File: config.mk
export PLATFORM = sky130hd
export DESIGN_NAME = instruction_fetch_flat
export DESIGN_NICKNAME = d
export VERILOG_FILES = /design/src/rtl/fetch_pkg.sv /design/src/rtl/instruction_fetch_if.sv /design/src/rtl/fetch_buffer.sv /design/src/rtl/instruction_fetch.sv /design/src/flat_wrapper.sv
export SDC_FILE = /design/constraint.sdc
export NUM_CORES = 1
export LEC_CHECK = 0
export ABC_AREA = 1
export CORE_AREA = 2 2 152 154
export CTS_CLUSTER_SIZE = 10
export DETAILED_ROUTE_END_ITERATION = 8
export DIE_AREA = 0 0 154 156
export GPL_ROUTABILITY_DRIVEN = 0
export PLACE_DENSITY = 0.73
export SETUP_SLACK_MARGIN = 0.15
export SLEW_MARGIN = 20
export SYNTH_ARGS = -nofsm -noshare
export SYNTH_HDL_FRONTEND = slang
export SYNTH_SLANG_ARGS = --single-unit
File: constraint.sdc
create_clock -name clk -period 2.8 [get_ports clk]
set_input_delay 0.7 -clock clk [delete_from_list [all_inputs] [get_ports clk]]
set_output_delay 0.7 -clock clk [all_outputs]
set_load 0.02 [all_outputs]
File: src/rtl/fetch_pkg.sv
// ---------------------------------------------------------------------------
// fetch_pkg
// Shared definitions for the instruction fetch slice: default datapath width,
// default reset PC, the fetch FSM state encoding, and a canonical NOP word
// that benches can use as filler memory content.
// No ports (package).
// ---------------------------------------------------------------------------
package fetch_pkg;

  localparam int          DEFAULT_DWIDTH   = 32;
  localparam logic [31:0] DEFAULT_RESET_PC = 32'h0000_0000;
  localparam logic [31:0] INSTR_NOP        = 32'h0000_0013;

  typedef enum logic {
    RESET_WAIT = 1'b0,
    RUN        = 1'b1
  } fetch_state_e;

endpackage

File: src/rtl/instruction_fetch_if.sv
// ---------------------------------------------------------------------------
// instruction_fetch_if
// Bundles the fetch unit's memory, redirect and decode-side handshake signals.
//   addressOut     : byte address driven to the instruction memory
//   instructionIn  : registered memory read data (one cycle after address)
//   redirectValid  : branch/jump redirect request
//   redirectTarget : redirect byte address
//   readyIn        : decode accepts the current output
//   validOut       : instructionOut/pcOut hold a fetched instruction
//   instructionOut : fetched instruction
//   pcOut          : byte address of instructionOut
//   misalignOut    : one-cycle pulse after a misaligned redirect target
// master = fetch unit, slave = memory/decode/branch environment.
// ---------------------------------------------------------------------------
interface instruction_fetch_if #(
  parameter int DWIDTH = fetch_pkg::DEFAULT_DWIDTH
);

  logic [DWIDTH-1:0] addressOut;
  logic [DWIDTH-1:0] instructionIn;
  logic              redirectValid;
  logic [DWIDTH-1:0] redirectTarget;
  logic              readyIn;
  logic              validOut;
  logic [DWIDTH-1:0] instructionOut;
  logic [DWIDTH-1:0] pcOut;
  logic              misalignOut;

  modport master (
    output addressOut, validOut, instructionOut, pcOut, misalignOut,
    input  instructionIn, redirectValid, redirectTarget, readyIn
  );

  modport slave (
    input  addressOut, validOut, instructionOut, pcOut, misalignOut,
    output instructionIn, redirectValid, redirectTarget, readyIn
  );

endinterface

File: src/rtl/fetch_buffer.sv
// ---------------------------------------------------------------------------
// fetch_buffer
// Two-entry in-order buffer holding fetched instruction/PC pairs between the
// memory response and the decode handshake.
//   clk, reset  : clock, synchronous active-high reset (empties the buffer)
//   flush_i     : drop every entry (takes priority over push/pop)
//   push_i      : append pushData_i/pushPc_i
//   pop_i       : remove the head entry
//   count_o     : number of valid entries (0..2)
//   headData_o  : head instruction, zero when empty
//   headPc_o    : head PC, zero when empty
// ---------------------------------------------------------------------------
module fetch_buffer #(
  parameter int DWIDTH = fetch_pkg::DEFAULT_DWIDTH
) (
  input  logic              clk,
  input  logic              reset,
  input  logic              flush_i,
  input  logic              push_i,
  input  logic              pop_i,
  input  logic [DWIDTH-1:0] pushData_i,
  input  logic [DWIDTH-1:0] pushPc_i,
  output logic [1:0]        count_o,
  output logic [DWIDTH-1:0] headData_o,
  output logic [DWIDTH-1:0] headPc_o
);

  logic [DWIDTH-1:0] data0_q, data0_d, pc0_q, pc0_d;
  logic [DWIDTH-1:0] data1_q, data1_d, pc1_q, pc1_d;
  logic [1:0]        count_q, count_d;

  // Entry 0 is always the head. A pop shifts entry 1 down; a push lands in
  // the first free slot, or in slot 1 behind a shifted head when both happen
  // with the buffer full.
  always_comb begin
    data0_d = data0_q;
    pc0_d   = pc0_q;
    data1_d = data1_q;
    pc1_d   = pc1_q;
    count_d = count_q;
    if (flush_i) begin
      count_d = 2'd0;
    end else begin
      case ({push_i, pop_i})
        2'b01: begin
          data0_d = data1_q;
          pc0_d   = pc1_q;
          count_d = count_q - 2'd1;
        end
        2'b10: begin
          if (count_q == 2'd0) begin
            data0_d = pushData_i;
            pc0_d   = pushPc_i;
          end else begin
            data1_d = pushData_i;
            pc1_d   = pushPc_i;
          end
          count_d = count_q + 2'd1;
        end
        2'b11: begin
          if (count_q == 2'd2) begin
            data0_d = data1_q;
            pc0_d   = pc1_q;
            data1_d = pushData_i;
            pc1_d   = pushPc_i;
          end else begin
            data0_d = pushData_i;
            pc0_d   = pushPc_i;
          end
        end
        default: ;
      endcase
    end
  end

  // Storage registers; reset clears everything so the head reads as zero.
  always_ff @(posedge clk) begin
    if (reset) begin
      data0_q <= '0;
      pc0_q   <= '0;
      data1_q <= '0;
      pc1_q   <= '0;
      count_q <= 2'd0;
    end else begin
      data0_q <= data0_d;
      pc0_q   <= pc0_d;
      data1_q <= data1_d;
      pc1_q   <= pc1_d;
      count_q <= count_d;
    end
  end

  assign count_o    = count_q;
  assign headData_o = (count_q != 2'd0) ? data0_q : '0;
  assign headPc_o   = (count_q != 2'd0) ? pc0_q : '0;

endmodule

File: src/rtl/instruction_fetch.sv
// ---------------------------------------------------------------------------
// instruction_fetch
// Sequential instruction fetch front end with redirect support. Issues word
// addresses to a registered-read instruction memory, tracks the one request
// in flight, and feeds a two-entry buffer that drives the decode handshake.
//   clk   : clock, all state updates on the rising edge
//   reset : synchronous active-high reset
//   bus   : instruction_fetch_if.master (memory, redirect, decode signals)
// Parameters: DWIDTH (address/instruction width), RESET_PC (first fetch).
// ---------------------------------------------------------------------------
module instruction_fetch #(
  parameter int                DWIDTH   = fetch_pkg::DEFAULT_DWIDTH,
  parameter logic [DWIDTH-1:0] RESET_PC = DWIDTH'(fetch_pkg::DEFAULT_RESET_PC)
) (
  input logic                 clk,
  input logic                 reset,
  instruction_fetch_if.master bus
);

  import fetch_pkg::*;

  fetch_state_e      state_q, state_d;
  logic [DWIDTH-1:0] fetchPc_q, fetchPc_d;
  logic [DWIDTH-1:0] inFlightPc_q, inFlightPc_d;
  logic              inFlightValid_q, inFlightValid_d;
  logic              misalign_q, misalign_d;

  logic [1:0]        bufferCount;
  logic [DWIDTH-1:0] headData;
  logic [DWIDTH-1:0] headPc;
  logic              pop;
  logic              push;
  logic [2:0]        occupancy;
  logic [DWIDTH-1:0] alignedTarget;

  assign pop           = (bufferCount != 2'd0) && bus.readyIn;
  // A redirect discards the response arriving in the same cycle.
  assign push          = inFlightValid_q && !bus.redirectValid;
  // Slots that will be spoken for after this cycle; a new request is only
  // safe when its response is guaranteed a free slot.
  assign occupancy     = {1'b0, bufferCount} + {2'b00, inFlightValid_q} - {2'b00, pop};
  assign alignedTarget = {bus.redirectTarget[DWIDTH-1:2], 2'b00};

  // Next-state logic. RESET_WAIT idles one cycle while memory loads, but
  // still latches a redirect target. In RUN a redirect wins over issuing.
  always_comb begin
    state_d         = state_q;
    fetchPc_d       = fetchPc_q;
    inFlightValid_d = 1'b0;
    inFlightPc_d    = inFlightPc_q;
    misalign_d      = bus.redirectValid && (bus.redirectTarget[1:0] != 2'b00);
    case (state_q)
      RESET_WAIT: begin
        state_d = RUN;
        if (bus.redirectValid) fetchPc_d = alignedTarget;
      end
      RUN: begin
        if (bus.redirectValid) begin
          fetchPc_d = alignedTarget;
        end else if (occupancy < 3'd2) begin
          inFlightValid_d = 1'b1;
          inFlightPc_d    = fetchPc_q;
          fetchPc_d       = fetchPc_q + DWIDTH'(4);
        end
      end
      default: state_d = RESET_WAIT;
    endcase
  end

  // State registers with synchronous reset back to the first fetch address.
  always_ff @(posedge clk) begin
    if (reset) begin
      state_q         <= RESET_WAIT;
      fetchPc_q       <= RESET_PC;
      inFlightValid_q <= 1'b0;
      inFlightPc_q    <= '0;
      misalign_q      <= 1'b0;
    end else begin
      state_q         <= state_d;
      fetchPc_q       <= fetchPc_d;
      inFlightValid_q <= inFlightValid_d;
      inFlightPc_q    <= inFlightPc_d;
      misalign_q      <= misalign_d;
    end
  end

  fetch_buffer #(.DWIDTH(DWIDTH)) u_buffer (
    .clk        (clk),
    .reset      (reset),
    .flush_i    (bus.redirectValid),
    .push_i     (push),
    .pop_i      (pop),
    .pushData_i (bus.instructionIn),
    .pushPc_i   (inFlightPc_q),
    .count_o    (bufferCount),
    .headData_o (headData),
    .headPc_o   (headPc)
  );

  assign bus.addressOut     = fetchPc_q;
  assign bus.validOut       = (bufferCount != 2'd0);
  assign bus.instructionOut = headData;
  assign bus.pcOut          = headPc;
  assign bus.misalignOut    = misalign_q;

endmodule

File: src/flat_wrapper.sv
// flat-port wrapper written by rule: the top's interface ports become plain ports
module instruction_fetch_flat import fetch_pkg::*;
#(
  parameter int                DWIDTH   = fetch_pkg::DEFAULT_DWIDTH,
  parameter logic [DWIDTH-1:0] RESET_PC = DWIDTH'(fetch_pkg::DEFAULT_RESET_PC)
)
  (clk, reset, bus_addressOut, bus_validOut, bus_instructionOut, bus_pcOut, bus_misalignOut, bus_instructionIn, bus_redirectValid, bus_redirectTarget, bus_readyIn);
  instruction_fetch_if #(.DWIDTH(DWIDTH)) bus_i ();
  input logic clk;
  input logic reset;
  output wire logic [$bits(bus_i.addressOut)-1:0] bus_addressOut;
  output wire logic [$bits(bus_i.validOut)-1:0] bus_validOut;
  output wire logic [$bits(bus_i.instructionOut)-1:0] bus_instructionOut;
  output wire logic [$bits(bus_i.pcOut)-1:0] bus_pcOut;
  output wire logic [$bits(bus_i.misalignOut)-1:0] bus_misalignOut;
  input wire logic [$bits(bus_i.instructionIn)-1:0] bus_instructionIn;
  input wire logic [$bits(bus_i.redirectValid)-1:0] bus_redirectValid;
  input wire logic [$bits(bus_i.redirectTarget)-1:0] bus_redirectTarget;
  input wire logic [$bits(bus_i.readyIn)-1:0] bus_readyIn;
  assign bus_addressOut = bus_i.addressOut;
  assign bus_validOut = bus_i.validOut;
  assign bus_instructionOut = bus_i.instructionOut;
  assign bus_pcOut = bus_i.pcOut;
  assign bus_misalignOut = bus_i.misalignOut;
  assign bus_i.instructionIn = bus_instructionIn;
  assign bus_i.redirectValid = bus_redirectValid;
  assign bus_i.redirectTarget = bus_redirectTarget;
  assign bus_i.readyIn = bus_readyIn;
  instruction_fetch #(.DWIDTH(DWIDTH), .RESET_PC(RESET_PC)) u_core (.clk(clk), .reset(reset), .bus(bus_i));
endmodule
==> results.json, run 1 <==
{
  "cts_tree": "yes",
  "cts_root_buf": "clkbuf_16",
  "required_ps": 2100,
  "cp_slowest_cell": "clkdlybuf4s50_1",
  "grt_max_degree": 78,
  "cts.sinks": 190,
  "arrival_ps": 1880,
  "slew_viol_final": 0,
  "slew_headroom": 0.607,
  "crit_buf_inv": 2,
  "crit_path_end_kind": "primary output",
  "crit_chain": "nor2_4 -> buf_12 -> nor2_1 -> clkdlybuf4s50_1",
  "port-buffer-count": 163,
  "r2r_end": "u_core.bus.addressOut[2]",
  "whs_ps": 442,
  "post_drt_wl_per_cell_um": 13.8,
  "cts_buffers": 17,
  "ctsLongestPathBuffers": 2,
  "path_clk_slew_ps": 60,
  "rows": 55,
  "num_vias": 8778,
  "reg2regPathDepth": 13,
  "r2r_setup_slack_ps": 430,
  "synthesis.area_um2": 8850,
  "cp_max_fo": 65,
  "antenna_found_initial": 0,
  "setup_tns_ps": 0,
  "cts_max_level": 4,
  "maxCapViolCount": 0,
  "path_class": "flip-flop to primary output",
  "syn_avg_cell_area_um2": 6.76,
  "crit_family": "buffers and inverters",
  "overflow": 0,
  "fmax_ghz": 0.388,
  "leakage_nw": 4.25,
  "drive_gt1_frac": 0.0533,
  "dieHeight_um": 156,
  "die-area_um2": 24000,
  "drc_errors": 0,
  "routed_wl_um": 24000,
  "grt_pass1_vias": 7884,
  "cts_hold_buf": 0,
  "hp-start": "u_core.u_buffer.pc1_q[30]",
  "startpoint": "u_core.u_buffer.count_o[0]",
  "first_iter_violations": 709,
  "worst_pin_slew_ps": 590,
  "finalClockSkew_ps": 9.85,
  "power_mw": 6.01,
  "setup_viol": 0,
  "io_pins": 166,
  "outcome": "finished clean",
  "min_path_type": "flip-flop to flip-flop",
  "antenna_cells_inserted": 0,
  "core-area_um2": 22400,
  "startpoint_type": "flip-flop",
  "final_hold_viol_count": 0,
  "dr.pass1.iters": 5,
  "path_depth": 4,
  "peakVddDrop_mv": 0.310,
  "seq_area_frac_synth": 0.430,
  "grt_pass1_wl_um": 39500,
  "synth-seq-cells": 190,
  "fin_crit_sh": 0.921,
  "crit_end": "bus_pcOut[7]",
  "detail-route-antenna-nets": 0,
  "viasPerCell": 5.07,
  "final_core_util": 0.516,
  "initial_core_util": 0.396,
  "p_per_area_nw_per_um2": 521,
  "yosysWarnings": 0,
  "clk_latency_ps": 430,
  "hpwl_um": 15700,
  "rr_startpoint": "u_core.u_buffer.count_o[0]",
  "min_period_ps": 2580,
  "fin_nets": 1503,
  "netlist_instances": 1308,
  "grt_usage": 0.200,
  "rsz0062_at_grt": "yes",
  "synthToLayoutAreaGrowth_pct": 30.3,
  "die_w_um": 154,
  "ys_types": 32,
  "critPathMaxStageDelay_ps": 630
}
cells in the mapped netlist, drive strengths merged:
master  instances  area, µm²
a211oi          2       15.0
a21o            2       15.0
a21oi         132        664
a31oi          63        394
and3            1       6.26
buf            31        180
clkbuf         60        228
conb            1       3.75
dfxtp         190       3800
fa              1       20.0
ha              1       12.5
inv           193        724
nand2         193        724
nand3          98        490
nand4           3       18.8
nor2          142        543
nor3            6       30.0
o211ai          1       7.51
o21ai         181        913
o22ai           2       12.5
o31ai           1       7.51
or2             1       6.26
xnor2           2       17.5
xor2            1       8.76
cells in the final DEF, fill, tap and decap left out, types with 2 or more instances in the layout:
cell type        count
nand2_1            192
o22ai_1              2
clkbuf_16           18
o21ai_4              2
dlymetal6s2s_1      22
nor2_1             140
inv_1              188
o21ai_0            166
nor3_1               6
inv_2                4
clkdlybuf4s50_1    138
clkinvlp_4           4
nor2_4               2
dlygate4sd2_1        3
dfxtp_1            190
a21oi_1            131
o21ai_1             13
conb_1               2
buf_4               20
clkbuf_8             2
inv_6                3
clkbuf_1             2
buf_12              11
a211oi_1             2
a21o_1               2
a31oi_1             63
bufinv_16            2
nand3_1             97
nand4_1              3
cells by family (layout without fill, tap and decap cells):
family          after synthesis  count (layout)  share of synthesized area
fa+ha+maj                     2               2                    0.00368
compound gates              384             384                      0.229
other cells                   1               2                   0.000424
flops                       190             190                      0.430
simple gates                444             444                      0.206
buf+inv                     284             421                      0.128
xor+xnor                      3               3                    0.00297
through the flow:
step	setup slack, ps	instance area (µm²)	std cells
2_1_floorplan	290	8850	1309
3_3_place_gp	-166	10800	1698
3_5_place_dp	-232	10800	1698
4_1_cts	180	11400	1730
5_1_grt	131	11500	1731
6_report	221	11500	1731
worst min-delay path by stage:
stage	to	slack, ps	depth (start not counted)
after floorplan	u_core.u_buffer.data1_q[0]	420	2
after global placement	u_core.u_buffer.pc1_q[12]	430	2
after detailed placement	u_core.u_buffer.pc1_q[30]	430	2
after CTS	u_core.u_buffer.pc1_q[30]	440	2
after global routing	u_core.u_buffer.pc1_q[8]	460	2
final	u_core.u_buffer.pc1_q[30]	440	2
worst register-to-register path, delay by kind of cell, from the launching register on:
kind	cells	cell delay [ps]
compound gates	2	310
xor+xnor	1	180
fa+ha+maj	1	430
buf+inv	3	340
flops	1	430
simple gates	6	580
repair_timing:
item,4_1_cts,5_1_grt
setup endpoints to repair,3,46
endpoints found under the hold margin,0,0
buffers inserted,0,0
cloned,0,1
gates resized for setup,3,29
cell type report:
class | instances | area [µm²]
tap | 285 | 357
multi-input combinational | 835 | 3960
clock inverter | 11 | 130
fill | 2168 | 10800
clock buffer | 21 | 460
inverter | 193 | 727
timing repair buffer | 196 | 2090
sequential | 190 | 3800
layer usage:
metal | GRT usage | vias to the layer above | share of wire
met5 | 0 | - | 0
met3 | 0.0372 | 27 | 0.065
met2 | 0.307 | 302 | 0.44
li1 | - | 4513 | -
met1 | 0.281 | 3936 | 0.48
met4 | 0.0734 | 0 | 0.017
registers in the layout, indices dropped and copies added (netlist names):
name	cells
u_core.bus.addressOut	30
u_core.u_buffer.data1_q	32
u_core.u_buffer.pc1_q	30
u_core.u_buffer.pc0_q	31
u_core.bus.misalignOut	1
u_core.u_buffer.data0_q	32
u_core.state_q	1
u_core.inFlightPc_q	30
u_core.u_buffer.count_o	2
u_core.inFlightValid_q	1
report_power, final:
part           switching [mW]  total (mW)  leakage, nW  internal (mW)
clock                    1.05        2.43        0.277           1.37
combinational           0.356       0.655         2.42          0.299
sequential              0.117        2.93         1.55           2.81
total                    1.53        6.01         4.25           4.48
No activity file was read; power rests on OpenSTA's default activity.
==> run 2: changes to the inputs <==
--- a/config.mk
+++ b/config.mk
@@ -17,3 +17,4 @@
 export SYNTH_ARGS = -nofsm -noshare
 export SYNTH_HDL_FRONTEND = slang
 export SYNTH_SLANG_ARGS = --single-unit
+export TNS_END_PERCENT = 10
==> run 2 against run 1 <==
  * Sequential share of layout area is 0.23 points higher
  * Register-to-register slack worse by 30 ps
  * Clock-buffer cell count unchanged
  * Clock skew increased by 1.1 ps
  * Critical path depth unchanged
  * Critical endpoint is now bus_pcOut[10]
  * Via count shrank 0.26%
  * First-iteration DRC count increased by 7.5%
  * Wire length is 0.39% lower
  * Clock power barely moved
  * Global-route usage barely moved
  * Core utilization shrank 0.36 points
  * Highest routed layer unchanged
==> results.json, run 2 (same netlist as run 1, synthesis figures left out) <==
{
  "outcome": "finished clean",
  "r2r_setup_slack_ps": 400,
  "port-buffer-count": 163,
  "final_cell_mix": "192 x nand2_1, 190 x dfxtp_1, 188 x inv_1",
  "antenna_found_initial": 0,
  "viasPerCell": 5.06,
  "crit_family": "buffers and inverters",
  "cp_max_fo": 65,
  "num_vias": 8755,
  "slew_headroom": 0.609,
  "rsz0062_at_grt": "yes",
  "rr_startpoint": "u_core.u_buffer.count_o[0]",
  "grt_max_degree": 78,
  "ctsLongestPathBuffers": 2,
  "die_w_um": 154,
  "arrival_ps": 1950,
  "crit_chain": "nor2_4 -> buf_12 -> nor2_1 -> clkdlybuf4s50_1",
  "layout_setup_ws_ps": 150,
  "worst_pin_slew_ps": 587,
  "dieHeight_um": 156,
  "io_pins": 166,
  "path_class": "flip-flop to primary output",
  "slew_viol_final": 0,
  "initial_core_util": 0.396,
  "routed_wl_um": 23900,
  "grt_pass1_vias": 7884,
  "reg2regPathDepth": 13,
  "startpoint": "u_core.u_buffer.count_o[0]",
  "leakage_nw": 3.83,
  "dr.pass1.iters": 5,
  "maxCapViolCount": 0,
  "hpwl_um": 15700,
  "setup_viol": 0,
  "cp_slowest_cell": "clkdlybuf4s50_1",
  "rows": 55,
  "grt_pass1_wl_um": 39500,
  "synthToLayoutAreaGrowth_pct": 29.4,
  "fmax_ghz": 0.377,
  "fin_nets": 1502,
  "cts_hold_buf": 0,
  "drive_gt1_frac": 0.0526,
  "first_iter_violations": 762,
  "cts_max_level": 4,
  "finalClockSkew_ps": 10.9,
  "clk_latency_ps": 430,
  "cts_setup_buffers": 0,
  "cts_root_buf": "clkbuf_16",
  "final_common_cell": "nand2_1",
  "drc_errors": 0,
  "setup_tns_ps": 0,
  "post_drt_wl_per_cell_um": 13.8,
  "crit_end": "bus_pcOut[10]",
  "detail-route-antenna-nets": 0,
  "cts.sinks": 190,
  "antenna_cells_inserted": 0,
  "dp_slack_ps": -232,
  "cts_resized": 1,
  "p_per_area_nw_per_um2": 524,
  "path_clk_slew_ps": 60,
  "min_path_type": "flip-flop to flip-flop",
  "critPathMaxStageDelay_ps": 630,
  "peakVddDrop_mv": 0.310,
  "cts_tree": "yes",
  "fin_crit_sh": 0.947,
  "grt_usage": 0.200,
  "die-area_um2": 24000,
  "path_depth": 4,
  "r2r_end": "u_core.bus.addressOut[11]",
  "min_period_ps": 2650,
  "startpoint_type": "flip-flop",
  "cts_buffers": 17,
  "core-area_um2": 22400,
  "crit_path_end_kind": "primary output",
  "whs_ps": 442,
  "final_hold_viol_count": 0,
  "top_regs": "u_core.u_buffer.data0_q (32), u_core.u_buffer.data1_q (32), u_core.u_buffer.pc0_q (31)",
  "required_ps": 2100,
  "overflow": 0,
  "crit_buf_inv": 2
}
-- run 2: worst register-to-register path, stage by stage (launching register included) --
cell and delay [ps]:
dfxtp_1 430, nor2_4 60, inv_1 120, nand2_1 90
nor2_1 120, o21ai_0 130, fa_1 430, xnor2_2 180
nand2_1 90, nand2_2 130, buf_12 180, o21ai_0 120
o21ai_0 170, a21oi_1 60
-- run 2: stage by stage --
| stage | total power, mW | util | area (µm²) | instances |
|---|---|---|---|---|
| floorplan | 3.30 | - | 8850 | 1309 |
| global placement | 3.62 | 0.485 | 10800 | 1698 |
| detailed placement | 3.62 | 0.485 | 10800 | 1698 |
| CTS | 6.04 | 0.511 | 11400 | 1730 |
| global route | 6.25 | 0.512 | 11400 | 1730 |
| finish | 6.00 | 0.512 | 11400 | 1730 |
-- run 2: area by class of cell --
type                            instances  area, µm²
Fill cell                            2178      10900
Multi-Input combinational cell        835       3960
Sequential cell                       190       3800
Timing Repair Buffer                  195       2010
Inverter                              193        727
Clock buffer                           21        460
Tap cell                              285        357
Clock inverter                         11        130
-- run 2: how the worst min path moves through the flow --
stage | cells past startpoint | end | slack [ps] | from
3_3_place_gp | 2 | u_core.u_buffer.pc1_q[12] | 430 | u_core.u_buffer.pc1_q[12]
6_report | 2 | u_core.u_buffer.pc1_q[30] | 440 | u_core.u_buffer.pc1_q[30]
2_1_floorplan | 2 | u_core.u_buffer.data1_q[0] | 420 | u_core.u_buffer.data1_q[0]
3_5_place_dp | 2 | u_core.u_buffer.pc1_q[30] | 430 | u_core.u_buffer.pc1_q[30]
4_1_cts | 2 | u_core.u_buffer.pc1_q[30] | 440 | u_core.u_buffer.pc1_q[30]
5_1_grt | 2 | u_core.u_buffer.pc1_q[8] | 460 | u_core.u_buffer.pc1_q[8]
-- run 2: layer usage --
layer  vias up  wire [µm]  global-route usage  part of all wire
li1       4508          -                   -                 -
met1      3913      11400               0.281              0.48
met2       302      10600               0.307              0.44
met3        32       1480              0.0372             0.062
met4         0        427              0.0730             0.018
met5         -          0                   0                 0
-- run 2: power by group --
part           internal (mW)  leakage (nW)  switching, mW
Sequential              2.81          1.55          0.117
Combinational          0.295          2.00          0.354
Clock                   1.37         0.277           1.05
==> variant 1 (flow settings as in run 2) <==
`DEFAULT_DWIDTH`: 32 -> 16.
--- a/src/rtl/fetch_pkg.sv
+++ b/src/rtl/fetch_pkg.sv
@@ -8,5 +8,5 @@
 package fetch_pkg;
 
-  localparam int          DEFAULT_DWIDTH   = 32;
+  localparam int          DEFAULT_DWIDTH   = 16;
   localparam logic [31:0] DEFAULT_RESET_PC = 32'h0000_0000;
   localparam logic [31:0] INSTR_NOP        = 32'h0000_0013;
Interface: changed (5 resized); port bits go from 166 to 86. No check against the original RTL was run, so the function may have changed too.
==> variant 1 against run 2 <==
Sequential cell count decreased by 96. Maximum frequency rose by 6.0%. Largest cell class unchanged. Synthesized area down 51%. Design area decreased by 49%. Power decreased by 47%. Setup slack gained 0.15 ns. First-iteration DRC count down 61%. Routed wire length is 51% lower.
==> variant 1: results (changes against run 2) <==
Largest net degree at the start of global routing -> 62 (was 78)
IO Port Bufs -> 83 (was 163)
Final Non-Filler Cells -> 984 (was 1730)
Yosys warning total -> 0 (unchanged)
Vias -> 4062 (was 8755)
Initial antenna violation count -> 0 (unchanged)
Static Leak -> 2.088 nW (was 3.829 nW)
DP Cell Count -> 965 (was 1698)
Final nets -> 732 (was 1502)
Synth cell count leaders -> nor2_1 (106), dfxtp_1 (94), a21oi_1 (83), inv_1 (81), o21ai_0 (74) (was nand2_1 (193), dfxtp_1 (190), inv_1 (190), o21ai_0 (168), nor2_1 (140))
Total CTS buffers -> 9 (was 17)
Global-route wire length before repair -> 19.13 mm (was 39.49 mm)
Routed len/inst -> 11.95 um (was 13.79 um)
Switching share of total power -> 24.45% (was 25.34%)
Arr. time, crit path -> 1.80 ns (was 1.95 ns)
Antenna Cells -> 0 (unchanged)
DP HPWL -> 7.579 mm (was 15.66 mm)
Clk_lat worst skew -> 0.33 ns (was 0.43 ns)
Synth unique cells -> 33 (was 32)
GR Overflow Total -> 0 (unchanged)
Post-Synth XOR/XNOR Area -> 0.4063% (was 0.2970%)
DR pass1 iterations -> 4 (was 5)
CP max stage delay -> 0.63 ns (about the same)
Htree depth -> 3 (was 4)
Top cells by area, synth -> dfxtp_1 (44%), a21oi_1 (9.6%), nor2_1 (9.2%) (was dfxtp_1 (43%), o21ai_0 (9.5%), nand2_1 (8.2%))
Max Buffers Root-to-Sink -> 2 (unchanged)
Gr usage total -> 9.816% (was 20.02%)
Sequential area share after synthesis -> 43.64% (was 42.99%)
Number of DRC markers in iteration 0 -> 299 (was 762)
CP max-delay cell -> clkdlybuf4s50_1 (unchanged)
Peak supply drop -> 302.3 uV (was 309.9 uV)
Clock root buffer -> clkbuf_16 (unchanged)
Synthesized instance count -> 621 (was 1308)
Min-delay worst type -> reg -> reg (unchanged)
Clk slew on worst S/H paths -> 0.07 ns
Max FO, Critical Path -> 16 (was 65)
Post-synthesis compound-gate area fraction -> 24.35% (was 22.94%)
Mux contribution to synthesized area -> 0.2322% (was 0%)
Status -> finished clean (unchanged)
Worst clock skew -> 0.009794 ns (was 0.01090 ns)
Fraction of layout cells with a size suffix above 1 -> 7.010% (was 5.260%)
Synth Area in Adders -> 0.7545% (was 0.3677%)
Largest registers -> u_core.u_buffer.data0_q: 16 flops, u_core.u_buffer.data1_q: 16 flops, u_core.u_buffer.pc0_q: 15 flops (was u_core.u_buffer.data0_q: 32 flops, u_core.u_buffer.data1_q: 32 flops, u_core.u_buffer.pc0_q: 31 flops)
Vias in the first global route -> 3680 (was 7884)
variant 1: cell type report:
cell class                 instances  area [sq um]
fill                            2407         16500
multi-input combinational        404          1911
sequential                        94          1887
timing repair buffer             100          1052
tap                              285         356.6
inverter                          85         321.6
clock buffer                      11         252.7
clock inverter                     5         86.33
variant 1: kinds of logic after synthesis:
group,Yosys count
AOI/OAI and AO/OA,206
xor gates and xnor gates,2
adders and majority gates,2
buffers and inverters,125
DFF,94
muxes,1
other,1
and+or+nand+nor,190
variant 1: final timing paths:
check / from / end / slack, ns / depth (start not counted)
hold reg to reg: u_core.u_buffer.data1_q[15] / u_core.u_buffer.data1_q[15] / 0.45 / 2
setup / recovery: u_core.u_buffer.count_o[0] / bus_pcOut[4] / 0.30 / 4
setup reg to reg: u_core.u_buffer.count_o[0] / u_core.bus.addressOut[9] / 0.38 / 14
hold / removal: u_core.u_buffer.data1_q[15] / u_core.u_buffer.data1_q[15] / 0.45 / 2
variant 1: worst max-delay path: cells and delay by family (launching register included):
kind | cells | cell delay (ns)
buf+inv | 2 | 0.78
flops | 1 | 0.45
simple gates | 2 | 0.22
variant 1: metal layers:
| metal | wire length, um | vias to the layer above | global-route usage [%] | share of wire [%] |
|---|---|---|---|---|
| li1 | - | 2150 | - | - |
| met1 | 5956 | 1799 | 14.11 | 51 |
| met2 | 5145 | 111 | 15.05 | 44 |
| met3 | 620 | 2 | 2.139 | 5.3 |
| met4 | 39 | 0 | 2.003 | 0.33 |
| met5 | 0 | - | 0 | 0 |
variant 1: power groups by stage:
stage                     clock network [W]  logic (W)  registers, W
after floorplan                           0   0.000189       0.00148
after detailed placement                  0   0.000352       0.00147
final                               0.00137   0.000361       0.00145
after global placement                    0   0.000347       0.00147
after global routing                0.00146   0.000406       0.00145
after CTS                           0.00141   0.000358       0.00144
variant 1: metrics by stage:
stage | area, sq um | setup slack (ns) | util, % | hold WS (ns) | TNS [ns]
after floorplan | 4315 | 0.5146 | - | 0.4224 | 0
after global placement | 5470 | -0.01288 | 24.46 | 0.4313 | -0.02261
after detailed placement | 5470 | -0.003603 | 24.46 | 0.4449 | -0.009089
after CTS | 5843 | 0.2143 | 26.13 | 0.4533 | 0
after global routing | 5867 | 0.1412 | 26.23 | 0.4737 | 0
final | 5867 | 0.3006 | 26.23 | 0.4494 | 0
variant 1: timing repair:
action                                  4_1_cts  5_1_grt
pin swaps                                     1        2
endpoints found under the hold margin         0        0
setup buffers                                 1        0
endpoints found under the setup margin       61       12
gates cloned                                  1        1
resized for setup                             3        7
hold buffers                                  0        0
==> variant 2 (flow settings as in run 2) <==
Made on the original files. Reset style: asynchronous (`reset`), changed in 2 clocked blocks. Comments in the files are not updated.
--- a/src/rtl/fetch_buffer.sv
+++ b/src/rtl/fetch_buffer.sv
@@ -75,5 +75,5 @@
 
   // Storage registers; reset clears everything so the head reads as zero.
-  always_ff @(posedge clk) begin
+  always_ff @(posedge clk or posedge reset) begin
     if (reset) begin
       data0_q <= '0;
--- a/src/rtl/instruction_fetch.sv
+++ b/src/rtl/instruction_fetch.sv
@@ -69,5 +69,5 @@
 
   // State registers with synchronous reset back to the first fetch address.
-  always_ff @(posedge clk) begin
+  always_ff @(posedge clk or posedge reset) begin
     if (reset) begin
       state_q         <= RESET_WAIT;
Formal check against the unedited RTL: differs if reset is asserted again (counterexample within 4 cycles, from zero or initial values and one cycle with reset high); with reset held inactive, the same outputs for 4 cycles.
==> variant 2 against run 2 <==
Sequential cell count is 1 lower. Synthesized area is 4.7% higher. Routed wire length is 1.1% higher. Highest routed layer unchanged. Design area is 5.9% higher. Die area stayed put. Setup slack worse by 0.012 ns. Global-route usage hardly changed.
Power is not compared: it rests on default switching activity, and its combinational part moved more than twofold at a synthesized area within 25%.
==> variant 2: results (changes against run 2) <==
Worst reg2reg path startpoint -> u_core.u_buffer.count_o[1] (was u_core.u_buffer.count_o[0])
Status -> finished clean (unchanged)
Synth cell count leaders -> nand2_1 (212), dfrtp_1 (189), nor2_1 (153), inv_1 (142), o21ai_0 (132) (was nand2_1 (193), dfxtp_1 (190), inv_1 (190), o21ai_0 (168), nor2_1 (140))
Mux contribution to synthesized area -> 3.282% (was 0%)
Synth Area in Adders -> 0.3512% (was 0.3677%)
Met3 Use GR -> 3.639% (was 3.722%)
DP HPWL -> 16.20 mm (was 15.66 mm)
IO Port Bufs -> 161 (was 163)
Mean post-synth cell area -> 8.034 sq um (was 6.764 sq um)
Placed inst area -> 11350 sq um (was 10840 sq um)
Vias -> 8207 (was 8755)
Hold endpoint -> u_core.u_buffer.pc1_q[16] (was u_core.u_buffer.pc1_q[30])
Fraction of layout cells with a size suffix above 1 -> 8.233% (was 5.260%)
Routed WL -> 24.12 mm (was 23.86 mm)
Post-Synth XOR/XNOR Area -> 0.1891% (was 0.2970%)
Fin Hold WS -> 0.4851 ns (was 0.4420 ns)
Sequential area share after synthesis -> 51.06% (was 42.99%)
Fillers -> 2020 (was 2178)
Final nets -> 1382 (was 1502)
Synth async-reset ratio -> 100.0% (was 0%)
Global-route wire length before repair -> 38.74 mm (was 39.49 mm)
Final Non-Filler Cells -> 1609 (was 1730)
Register-to-Register Path Depth -> 16 (was 13)
Post-synthesis compound-gate area fraction -> 17.09% (was 22.94%)
Dpl ws -> -0.3503 ns (was -0.2322 ns)
M1 GR Usage -> 27.26% (was 28.07%)
Worst-Margin Slew -> 0.5095 ns (was 0.5866 ns)
Hold path startpoint -> u_core.u_buffer.pc1_q[16] (was u_core.u_buffer.pc1_q[30])
Worst clock skew -> 0.008708 ns (was 0.01090 ns)
Gr usage total -> 20.00% (was 20.02%)
Largest registers -> u_core.u_buffer.data0_q: 32 flops, u_core.u_buffer.data1_q: 32 flops (was u_core.u_buffer.data0_q: 32 flops, u_core.u_buffer.data1_q: 32 flops, u_core.u_buffer.pc0_q: 31 flops)
Max FO, Critical Path -> 32 (was 65)
CP max stage delay -> 0.54 ns (was 0.63 ns)
Routing usage on met2 -> 33.03% (was 30.71%)
Vias in the first global route -> 7796 (was 7884)
R2r setup slk -> 0.28 ns (was 0.40 ns)
Max Clk Rate -> 375.7 MHz (was 377.3 MHz)
==> variant 2: changes by cell type after synthesis, sizes merged, moves of 5 or more <==
cell    change
nor3        -5
clkbuf     -24
dfxtp     -190
inv        -50
o21ai      -34
a31oi      -61
a21oi      -56
o22ai      +63
dfrtp     +189
nand3      -61
mux2       +27
nand2      +20
nor2       +16
buf         +7
==> variant 2: how the worst max path moves through the flow <==
stage	start	end
2_1_floorplan	reset	u_core.bus.addressOut[10]
3_5_place_dp	bus_readyIn	u_core.bus.addressOut[4]
5_1_grt	u_core.u_buffer.count_o[0]	bus_pcOut[10]
4_1_cts	u_core.u_buffer.count_o[0]	bus_pcOut[18]
3_3_place_gp	bus_readyIn	u_core.bus.addressOut[3]
6_report	u_core.u_buffer.count_o[1]	bus_pcOut[10]
==> variant 2: worst min-delay path, cell delays in order, from the launching register on <==
cell	delay, ns
dfrtp_1	0.35
nand2_1	0.05
o21ai_0	0.05
==> variant 2: layout make-up <==
| class | count | area [sq um] | share of cell area [%] |
|---|---|---|---|
| Clock buffer | 18 | 429.2 | 3.540 |
| Sequential cell | 189 | 4731 | 39.02 |
| Tap cell | 285 | 356.6 | 2.941 |
| Timing Repair Buffer | 211 | 2203 | 18.17 |
| Clock inverter | 13 | 163.9 | 1.352 |
| Multi-Input combinational cell | 750 | 3700 | 30.52 |
| Inverter | 143 | 540.5 | 4.458 |
==> variant 2: layer usage <==
metal | wire [um] | up-vias
li1 | - | 4045
met1 | 11080 | 3908
met2 | 11640 | 234
met3 | 1146 | 20
met4 | 253 | 0
met5 | 0 | -
==> variant 2: timing repair <==
item / CTS / global route
setup endpoints to repair: 115 / 112
gates resized for setup: 11 / 21
pin swaps: 0 / 7
buffers inserted: 0 / 5
gates cloned: 1 / 4
